File: src/rtl/ps2_mouse_pkg.sv
// Shared types and constants for the PS/2 mouse controller: FSM states, protocol bytes,
// default screen limits and the cursor centre.
package ps2_mouse_pkg;

  typedef enum logic [3:0] {
    StSendRst,
    StWaitAckRst,
    StWaitBat,
    StWaitId,
    StSendEn,
    StWaitAckEn,
    StPktB1,
    StPktB2,
    StPktB3,
    StUpdate,
    StError
  } state_e;

  localparam logic [7:0] CmdReset  = 8'hFF;
  localparam logic [7:0] CmdEnable = 8'hF4;
  localparam logic [7:0] RspAck    = 8'hFA;
  localparam logic [7:0] RspBatOk  = 8'hAA;
  localparam logic [7:0] RspId     = 8'h00;

  localparam int unsigned XMaxDefault = 319;
  localparam int unsigned YMaxDefault = 239;
  localparam logic [8:0]  XCentre     = 9'd160;
  localparam logic [7:0]  YCentre     = 8'd120;

endpackage

File: src/rtl/ps2_mouse_axis.sv
// Combinational per-axis cursor update: sign-extend and shift the delta, add or subtract it,
// then clamp the result to 0..max.
module ps2_mouse_axis #(
  parameter int unsigned SHIFT  = 1,
  parameter bit          Invert = 1'b0
) (
  input  logic [8:0] pos_i,
  input  logic       sign_i,
  input  logic [7:0] byte_i,
  input  logic       overflow_i,
  input  logic [8:0] max_i,
  output logic [8:0] pos_o
);

  logic signed [8:0]  raw;
  logic signed [8:0]  delta;
  logic signed [10:0] delta_ext;
  logic signed [10:0] pos_ext;
  logic signed [10:0] max_ext;
  logic signed [10:0] sum;

  assign raw       = {sign_i, byte_i};
  assign delta     = overflow_i ? 9'sd0 : (raw >>> SHIFT);
  assign delta_ext = {{2{delta[8]}}, delta};
  assign pos_ext   = {2'b00, pos_i};
  assign max_ext   = {2'b00, max_i};
  // The Y axis subtracts so that device "up" moves the cursor towards row 0.
  assign sum       = Invert ? (pos_ext - delta_ext) : (pos_ext + delta_ext);

  always_comb begin
    if (sum[10]) begin
      pos_o = 9'd0;
    end else if (sum > max_ext) begin
      pos_o = max_i;
    end else begin
      pos_o = sum[8:0];
    end
  end

endmodule

File: src/rtl/ps2_mouse_controller.sv
// PS/2 mouse controller: runs the reset/enable init handshake with retries, then decodes
// 3-byte stream-mode packets into a clamped cursor position and button state.
module ps2_mouse_controller
  import ps2_mouse_pkg::*;
#(
  parameter int unsigned TIMEOUT_CYCLES     = 50000000,
  parameter int unsigned PKT_TIMEOUT_CYCLES = 2500000,
  parameter int unsigned MAX_RETRIES        = 3,
  parameter int unsigned SHIFT              = 1,
  parameter int unsigned X_MAX              = XMaxDefault,
  parameter int unsigned Y_MAX              = YMaxDefault
) (
  input  logic       clk_i,
  input  logic       rst_ni,
  input  logic [7:0] rx_data_i,
  input  logic       rx_data_en_i,
  input  logic       cmd_was_sent_i,
  input  logic       cmd_error_i,
  output logic [7:0] cmd_out_o,
  output logic       cmd_send_o,
  output logic [8:0] x_pos_o,
  output logic [7:0] y_pos_o,
  output logic       left_btn_o,
  output logic       right_btn_o,
  output logic       packet_valid_o,
  output logic       ready_o,
  output logic       init_error_o
);

  state_e      state_q, state_d;
  logic [7:0]  retry_q, retry_d;
  logic [31:0] timer_q, timer_d;
  logic [7:0]  b1_q, b1_d;
  logic [7:0]  dx_q, dx_d;
  logic [7:0]  dy_q, dy_d;
  logic [8:0]  x_q, x_d;
  logic [7:0]  y_q, y_d;
  logic        left_q, left_d;
  logic        right_q, right_d;
  logic [7:0]  cmd_out_q, cmd_out_d;
  logic        cmd_send_q, cmd_send_d;

  logic [8:0]  x_next;
  logic [8:0]  y_next;
  logic        retry;
  logic        init_timeout;
  logic        pkt_timeout;
  logic        unused_bits;

  ps2_mouse_axis #(
    .SHIFT  (SHIFT),
    .Invert (1'b0)
  ) u_axis_x (
    .pos_i      (x_q),
    .sign_i     (b1_q[4]),
    .byte_i     (dx_q),
    .overflow_i (b1_q[6]),
    .max_i      (9'(X_MAX)),
    .pos_o      (x_next)
  );

  ps2_mouse_axis #(
    .SHIFT  (SHIFT),
    .Invert (1'b1)
  ) u_axis_y (
    .pos_i      ({1'b0, y_q}),
    .sign_i     (b1_q[5]),
    .byte_i     (dy_q),
    .overflow_i (b1_q[7]),
    .max_i      (9'(Y_MAX)),
    .pos_o      (y_next)
  );

  assign unused_bits  = ^{b1_q[2], y_next[8]};
  assign init_timeout = (timer_q == TIMEOUT_CYCLES - 1);
  assign pkt_timeout  = (timer_q == PKT_TIMEOUT_CYCLES - 1);

  always_comb begin
    state_d = state_q;
    retry_d = retry_q;
    b1_d    = b1_q;
    dx_d    = dx_q;
    dy_d    = dy_q;
    x_d     = x_q;
    y_d     = y_q;
    left_d  = left_q;
    right_d = right_q;
    retry   = 1'b0;

    unique case (state_q)
      StSendRst: begin
        if (cmd_was_sent_i) state_d = StWaitAckRst;
        else if (cmd_error_i) retry = 1'b1;
      end
      StWaitAckRst: begin
        if (rx_data_en_i) begin
          if (rx_data_i == RspAck) state_d = StWaitBat;
          else retry = 1'b1;
        end else if (cmd_error_i || init_timeout) begin
          retry = 1'b1;
        end
      end
      StWaitBat: begin
        if (rx_data_en_i) begin
          if (rx_data_i == RspBatOk) state_d = StWaitId;
          else retry = 1'b1;
        end else if (cmd_error_i || init_timeout) begin
          retry = 1'b1;
        end
      end
      StWaitId: begin
        if (rx_data_en_i) begin
          if (rx_data_i == RspId) state_d = StSendEn;
          else retry = 1'b1;
        end else if (cmd_error_i || init_timeout) begin
          retry = 1'b1;
        end
      end
      StSendEn: begin
        if (cmd_was_sent_i) state_d = StWaitAckEn;
        else if (cmd_error_i) retry = 1'b1;
      end
      StWaitAckEn: begin
        if (rx_data_en_i) begin
          if (rx_data_i == RspAck) state_d = StPktB1;
          else retry = 1'b1;
        end else if (cmd_error_i || init_timeout) begin
          retry = 1'b1;
        end
      end
      StPktB1: begin
        // Bit 3 is always set in a header byte; anything else is a misaligned stream.
        if (rx_data_en_i && rx_data_i[3]) begin
          b1_d    = rx_data_i;
          state_d = StPktB2;
        end
      end
      StPktB2: begin
        if (rx_data_en_i) begin
          dx_d    = rx_data_i;
          state_d = StPktB3;
        end else if (pkt_timeout) begin
          state_d = StPktB1;
        end
      end
      StPktB3: begin
        if (rx_data_en_i) begin
          dy_d    = rx_data_i;
          state_d = StUpdate;
        end else if (pkt_timeout) begin
          state_d = StPktB1;
        end
      end
      StUpdate: begin
        x_d     = x_next;
        y_d     = y_next[7:0];
        left_d  = b1_q[0];
        right_d = b1_q[1];
        state_d = StPktB1;
      end
      StError: begin
        state_d = StError;
      end
      default: begin
        state_d = StSendRst;
      end
    endcase

    if (retry) begin
      if (retry_q == 8'(MAX_RETRIES)) begin
        state_d = StError;
      end else begin
        retry_d = retry_q + 8'd1;
        state_d = StSendRst;
      end
    end
  end

  always_comb begin
    timer_d = timer_q;
    if (state_d != state_q) timer_d = '0;
    else if (timer_q != '1) timer_d = timer_q + 32'd1;

    // Drop the request for a cycle after a handshake pulse so a resend starts afresh.
    cmd_send_d = ((state_d == StSendRst) || (state_d == StSendEn)) &&
                 !cmd_was_sent_i && !cmd_error_i;

    cmd_out_d = cmd_out_q;
    if (state_d == StSendRst) cmd_out_d = CmdReset;
    else if (state_d == StSendEn) cmd_out_d = CmdEnable;
  end

  always_ff @(posedge clk_i or negedge rst_ni) begin
    if (!rst_ni) begin
      state_q    <= StSendRst;
      retry_q    <= '0;
      timer_q    <= '0;
      b1_q       <= '0;
      dx_q       <= '0;
      dy_q       <= '0;
      x_q        <= XCentre;
      y_q        <= YCentre;
      left_q     <= 1'b0;
      right_q    <= 1'b0;
      cmd_out_q  <= 8'h00;
      cmd_send_q <= 1'b0;
    end else begin
      state_q    <= state_d;
      retry_q    <= retry_d;
      timer_q    <= timer_d;
      b1_q       <= b1_d;
      dx_q       <= dx_d;
      dy_q       <= dy_d;
      x_q        <= x_d;
      y_q        <= y_d;
      left_q     <= left_d;
      right_q    <= right_d;
      cmd_out_q  <= cmd_out_d;
      cmd_send_q <= cmd_send_d;
    end
  end

  assign cmd_out_o      = cmd_out_q;
  assign cmd_send_o     = cmd_send_q;
  assign x_pos_o        = x_q;
  assign y_pos_o        = y_q;
  assign left_btn_o     = left_q;
  assign right_btn_o    = right_q;
  assign packet_valid_o = (state_q == StUpdate);
  assign ready_o        = (state_q == StPktB1) || (state_q == StPktB2) ||
                          (state_q == StPktB3) || (state_q == StUpdate);
  assign init_error_o   = (state_q == StError);

endmodule
File: config.mk
export PLATFORM = sky130hd
export DESIGN_NAME = ps2_mouse_controller
export DESIGN_NICKNAME = d
export VERILOG_FILES = /design/src/rtl/ps2_mouse_pkg.sv /design/src/rtl/ps2_mouse_axis.sv /design/src/rtl/ps2_mouse_controller.sv
export SDC_FILE = /design/constraint.sdc
export NUM_CORES = 1
export LEC_CHECK = 0
export ABC_AREA = 1
export BUFFER_PORTS_ARGS = -buffer_cell sky130_fd_sc_hd__clkbuf_2
export CORE_UTILIZATION = 35
export CTS_BUF_LIST = sky130_fd_sc_hd__clkbuf_4 sky130_fd_sc_hd__clkbuf_8
export CTS_CLUSTER_SIZE = 16
export DETAILED_ROUTE_END_ITERATION = 7
export SYNTH_ARGS = -nofsm -noshare
export SYNTH_HDL_FRONTEND = slang
export SYNTH_SLANG_ARGS = --single-unit
export TNS_END_PERCENT = 100
File: constraint.sdc
create_clock -name clk_i -period 2.7 [get_ports clk_i]
set_input_delay 0.54 -clock clk_i [delete_from_list [all_inputs] [get_ports clk_i]]
set_output_delay 0.54 -clock clk_i [all_outputs]
set_load 0.01 [all_outputs]
==> results of run 1 <==
## worst max-delay path, cell delays in order, from the launching register on
cell	delay, ns
dfrtp_2	0.44
nor2_1	0.07
ha_1	0.22
fa_1	0.41
nand3_1	0.09
nand2_1	0.11
nand2_1	0.08
nand2_1	0.05
a21oi_1	0.15
xor2_1	0.22
nand2_1	0.08
nand2_1	0.09
nand2_1	0.13
o21bai_1	0.17
nand2_1	0.06
## through the flow
stage | area, µm² | cells | total power [µW] | hold slack (ns)
floorplan | 5710 | 790 | 2240 | 0.244
global placement | 6200 | 1044 | 2430 | 0.456
detailed placement | 6200 | 1044 | 2440 | 0.461
CTS | 6430 | 1060 | 3490 | 0.149
global route | 6430 | 1060 | 3680 | 0.174
finish | 6430 | 1060 | 3450 | 0.144
## kinds of logic after synthesis
group / after synthesis
simple gates: 458
buf+inv: 121
flops: 86
xor+xnor: 39
mux: 2
compound gates: 60
fa+ha+maj: 24
## cell usage after synthesis, drive strengths merged, types with 5 or more instances
master    n
a21oi    14
buf      10
clkbuf    5
dfrtp    80
dfstp     6
ha       22
inv     105
nand2   238
nand3    43
nand3b    5
nand4    23
nor2    125
nor3     20
o21ai    31
o21bai    6
xnor2    11
xor2     28
## final cells by class
class	count	area (µm²)	area share [%]
tap	216	270	4.20
sequential	86	2160	33.6
multi-input combinational	583	3060	47.5
clock buffer	11	145	2.26
clock inverter	5	82.6	1.28
inverter	106	398	6.18
timing repair buffer	53	322	5.00
## how the worst min path moves through the flow
stage | startpoint | to | cells after the start
after global placement | left_btn_o$_DFFE_PN0P_ | left_btn_o$_DFFE_PN0P_ | 2
final | rst_ni | y_pos_o[2]$_DFFE_PN0P_ | 1
after CTS | rst_ni | y_pos_o[2]$_DFFE_PN0P_ | 1
after floorplan | rst_ni | b1_q[0]$_DFFE_PN0P_ | 0
after detailed placement | right_btn_o$_DFFE_PN0P_ | right_btn_o$_DFFE_PN0P_ | 2
after global routing | rst_ni | y_pos_o[2]$_DFFE_PN0P_ | 1
## per-layer routing
layer,up-vias,share of wire (%),track usage [%]
li1,2578,-,-
met1,2193,51,21.2
met2,68,45,26.9
met3,13,3.2,3.49
met4,0,0.96,4.79
met5,-,0,0
## flip-flops by register name, indices dropped and copies added (netlist names), 4 cells and up
register / cells
timer_q: 32
x_pos_o: 9
retry_q: 8
y_pos_o: 8
dx_q: 7
dy_q: 7
b1_q: 6
state_q: 4
## power groups by stage
stage               clock network [µW]  registers [µW]  logic (µW)
floorplan                            0            1500         739
global placement                     0            1530         908
detailed placement                   0            1520         912
CTS                               1080            1500         915
global route                      1130            1520        1030
finish                            1040            1500         900
## cell usage in the layout, fill, tap and decap left out, types with 10 or more instances in the layout
master	netlist	final
a21oi_1	12	12
clkbuf_2	0	42
clkbuf_8	0	10
dfrtp_1	80	79
ha_1	22	22
inv_1	103	103
nand2_1	230	230
nand3_1	39	39
nand4_1	23	23
nor2_1	91	90
nor2_2	32	33
nor3_1	18	18
o21ai_0	30	30
xnor2_1	11	11
xor2_1	28	28
==> flow_summary.json, run 1 <==
{
  "worstPathMaxFanout": 9,
  "cts_tree": "built",
  "synth_edf_count": 0,
  "tns_ns": 0,
  "rrSetupSlack_ns": 0.21,
  "clock_latency_ns": 0.38,
  "hold_violations": 0,
  "fill_cells": 1686,
  "cap_violations": 0,
  "synth.distinct_cells": 38,
  "min_period_ns": 2.49,
  "hp-class": "in -> async",
  "drt-total-wl_mm": 12.6,
  "synth_area_per_cell_um2": 7.23,
  "setup_viol": 0,
  "grt_start_max_net_pins": 44,
  "drv_slew": 0,
  "dr.pass1.iters": 4,
  "synth-simple-area-share_pct": 35.5,
  "rsz0062_at_grt": "false",
  "r2r-end": "x_pos_o[1]$_DFFE_PN0P_",
  "synth_compound_area_share_pct": 6.07,
  "gp_congestion": 0.839,
  "clk_pin_slew_ns": 0.09,
  "antenna_left": 0,
  "ys_warn_count": 0,
  "powerDensity_nw_per_um2": 535,
  "synth_cells": 790,
  "sw_frac_of_total_pct": 34.0,
  "holdBufCountCts": 0,
  "max_clock_freq_mhz": 402,
  "rr_worst_depth": 14,
  "antenna_found_initial": 0,
  "synth-xor-area-share_pct": 5.98,
  "drtIter0Drc": 192,
  "p_comb_share_pct": 26.1,
  "cp-start-kind": "register",
  "drive_above_1_share_pct": 15.8,
  "synthAdderAreaFrac_pct": 5.52,
  "ys_seq_area_share_pct": 37.8,
  "crit_path_end": "x_pos_o[1]$_DFFE_PN0P_",
  "dp_hpwl_mm": 9.73,
  "gr-usage-all-layers_pct": 16.2,
  "layout_setup_ws_ns": 0.211,
  "synth_top_area_share_pct": 35.0,
  "synth_top_family_by_area": "simple AND/OR/NAND/NOR gates",
  "cts_resized": 0,
  "grt-ovfl-total": 0,
  "synth_seq_cells": 86,
  "htreeDepth": 3,
  "cts_root_buf": "clkbuf_8",
  "pre_cts_slack_ns": 0.176,
  "num_rows": 46,
  "diodes": 0,
  "wl_per_cell_um": 11.9,
  "run_status": "finished, final reports clean",
  "area_growth_pct": 12.6,
  "synth_top_cell_by_area": "dfrtp_1",
  "synthesis.area_um2": 5710,
  "grt_pass1_wl_mm": 21.7,
  "r2r-start": "b1_q[6]$_DFFE_PN0P_",
  "synth_flop_cell": "dfrtp_1",
  "io_pins": 44,
  "post_cts_buffers": 0,
  "pwr-share-clk_pct": 30.3,
  "cts_sinks": 86,
  "drcViolationCount": 0,
  "cts_buffers": 9,
  "required_ns": 2.97,
  "p_sw_uw": 1170,
  "slew_headroom_pct": 61.5,
  "floorplan.initialDensity_pct": 36.0,
  "muxShareOfSynthArea_pct": 0.372,
  "cp-end-kind": "register",
  "nets": 876,
  "synthArstFlopShare_pct": 100,
  "worst_pin_slew_ns": 0.578,
  "num_vias": 4852,
  "cts_buffer_depth": 2,
  "pwr-share-seq_pct": 43.6,
  "die_y_um": 130,
  "fin_crit_sh_pct": 92.2,
  "vias_per_cell": 4.58,
  "final_util_pct": 40.5,
  "irDropWorstVdd_mv": 0.416,
  "synth_nets": 827,
  "io_buffers": 43,
  "startpoint": "b1_q[6]$_DFFE_PN0P_",
  "skew_ns": 0.00609,
  "crit_type": "reg -> reg",
  "p_leak_uw": 0.00324,
  "die_area_um2": 16800,
  "die_width_um": 130,
  "synth_area_leaders": "dfrtp_1 (35%), nand2_1 (15%), inv_1 (6.8%)",
  "crit_arrival_ns": 2.76,
  "grt_pass1_vias": 4696,
  "coreArea_um2": 15900,
  "p_int_uw": 2270
}
Note: power is estimated with default switching activity, not from simulation.
==> run 2: changes to the inputs <==
--- a/config.mk
+++ b/config.mk
@@ -11,6 +11,7 @@
 export CTS_BUF_LIST = sky130_fd_sc_hd__clkbuf_4 sky130_fd_sc_hd__clkbuf_8
 export CTS_CLUSTER_SIZE = 16
 export DETAILED_ROUTE_END_ITERATION = 7
+export GPL_TIMING_DRIVEN = 0
 export SYNTH_ARGS = -nofsm -noshare
 export SYNTH_HDL_FRONTEND = slang
 export SYNTH_SLANG_ARGS = --single-unit
==> flow_summary.json, run 2 (synthesis gave the netlist of run 1 again) <==
{
  "design_area_um2": 6480,
  "die_y_um": 130,
  "cts_buffer_depth": 2,
  "drive_above_1_share_pct": 16.4,
  "largest_reg_flops": 32,
  "cap_violations": 0,
  "htreeDepth": 3,
  "required_ns": 2.99,
  "top_register": "timer_q",
  "hp-class": "in -> async",
  "multi_input_area_um2": 3070,
  "die_area_um2": 16800,
  "layout_common_cells": "nand2_1 (228), inv_1 (102), nor2_1 (90)",
  "drt-total-wl_mm": 12.7,
  "num_rows": 46,
  "grt_pass1_wl_mm": 21.8,
  "io_buffers": 43,
  "crit_arrival_ns": 2.74,
  "skew_ns": 0.0130,
  "slew_headroom_pct": 61.2,
  "placedCellCount": 1050,
  "sw_frac_of_total_pct": 33.4,
  "dp_hpwl_mm": 9.95,
  "drv_slew": 0,
  "min_period_ns": 2.45,
  "layout_setup_ws_ns": 0.254,
  "grt_pass1_vias": 4675,
  "worstPathMaxFanout": 9,
  "rr_worst_depth": 13,
  "powerDensity_nw_per_um2": 540,
  "clk_pin_slew_ns": 0.08,
  "wl_per_cell_um": 11.9,
  "io_pins": 44,
  "num_vias": 4876,
  "gr-usage-all-layers_pct": 16.4,
  "setup_viol": 0,
  "run_status": "finished, final reports clean",
  "drtIter0Drc": 201,
  "fill_cells": 1724,
  "antenna_found_initial": 0,
  "p_int_uw": 2330,
  "pre_cts_slack_ns": -0.105,
  "rsz0062_at_grt": "false",
  "area.sequential_um2": 2160,
  "pwr-share-clk_pct": 30.3,
  "hold_violations": 0,
  "drcViolationCount": 0,
  "vias_per_cell": 4.58,
  "cp-end-kind": "register",
  "diodes": 0,
  "grt-ovfl-total": 0,
  "pwr-share-seq_pct": 42.9,
  "cts_sinks": 86,
  "cts_tree": "built",
  "fin_crit_sh_pct": 90.6,
  "gp_congestion": 0.842,
  "coreArea_um2": 15900,
  "max_clock_freq_mhz": 409,
  "cts_root_buf": "clkbuf_8",
  "tns_ns": 0,
  "p_leak_uw": 0.00325,
  "irDropWorstVdd_mv": 0.303,
  "cts_buffers": 9,
  "layout_commonest_cell": "nand2_1",
  "area_growth_pct": 13.4,
  "grt_start_max_net_pins": 48,
  "dr.pass1.iters": 5,
  "p_comb_share_pct": 26.8,
  "final_cells": 1065,
  "p_sw_uw": 1170,
  "cp-start-kind": "register",
  "clock_latency_ns": 0.38,
  "worst_pin_slew_ns": 0.582,
  "antenna_left": 0,
  "floorplan.initialDensity_pct": 36.0,
  "dpl_cell_area_um2": 6230,
  "die_width_um": 130,
  "crit_type": "reg -> reg",
  "nets": 881
}
## run 2: changes by cell type in the layout (fill, tap and decap cells not counted), sizes merged
cell and change:
clkbuf +7, clkinvlp -2
## run 2: power groups by stage
| stage | Sequential [µW] | Combinational [µW] | Clock [µW] |
|---|---|---|---|
| 2_1_floorplan | 1500 | 739 | 0 |
| 3_3_place_gp | 1520 | 939 | 0 |
| 3_5_place_dp | 1520 | 953 | 0 |
| 4_1_cts | 1500 | 957 | 1110 |
| 5_1_grt | 1520 | 1070 | 1160 |
| 6_report | 1500 | 937 | 1060 |
## run 2: final timing paths
check	start	to	slack [ns]
min reg2reg	left_btn_o$_DFFE_PN0P_	left_btn_o$_DFFE_PN0P_	0.48
min	rst_ni	y_pos_o[1]$_DFFE_PN0P_	0.18
max in group asynchronous	rst_ni	retry_q[1]$_DFFE_PN0P_	1.88
max	b1_q[6]$_DFFE_PN0P_	x_pos_o[8]$_DFFE_PN0P_	0.25
min in group clk_i	cmd_error_i	cmd_send_o$_DFF_PN0_	0.33
max reg2reg	b1_q[6]$_DFFE_PN0P_	x_pos_o[8]$_DFFE_PN0P_	0.25
## run 2: per-layer routing
metal	up-vias	track usage (%)	share of wire (%)
met3	10	4.06	3.5
li1	2594	-	-
met1	2215	21.2	49
met4	0	4.24	0.84
met2	57	27.5	47
met5	-	0	0
## run 2: worst max-delay path, cell delays in order (launching register included)
cell     delay, ns
dfrtp_2       0.46
nor2_1        0.07
ha_1          0.24
fa_1          0.42
nand3_1       0.09
nand2_1       0.10
nand4_1       0.09
nand3_1       0.10
a21oi_1       0.17
or2_2         0.13
nand3_1       0.19
inv_2         0.14
nand2_1       0.08
o21ai_0       0.08
## run 2: layout make-up
type | count | area share (%)
Inverter | 106 | 6.14
Tap cell | 216 | 4.17
Buffer | 14 | 1.53
Timing Repair Buffer | 44 | 3.78
Sequential cell | 86 | 33.3
Multi-Input combinational cell | 583 | 47.4
Clock inverter | 3 | 1.04
Clock buffer | 13 | 2.57
## run 2: timing repair
action                     CTS  global route
setup endpoints to repair    6            12
pin swaps                    0             0
setup buffers                0             0
gates resized for setup      0             8
hold buffers                 0             0
## run 2: metrics by stage
step	utilization, %	hold slack, ns	power (µW)
6_report	40.8	0.177	3500
5_1_grt	40.8	0.202	3750
2_1_floorplan	-	0.244	2240
3_3_place_gp	39.0	0.455	2460
3_5_place_dp	39.2	0.459	2480
4_1_cts	40.7	0.176	3560
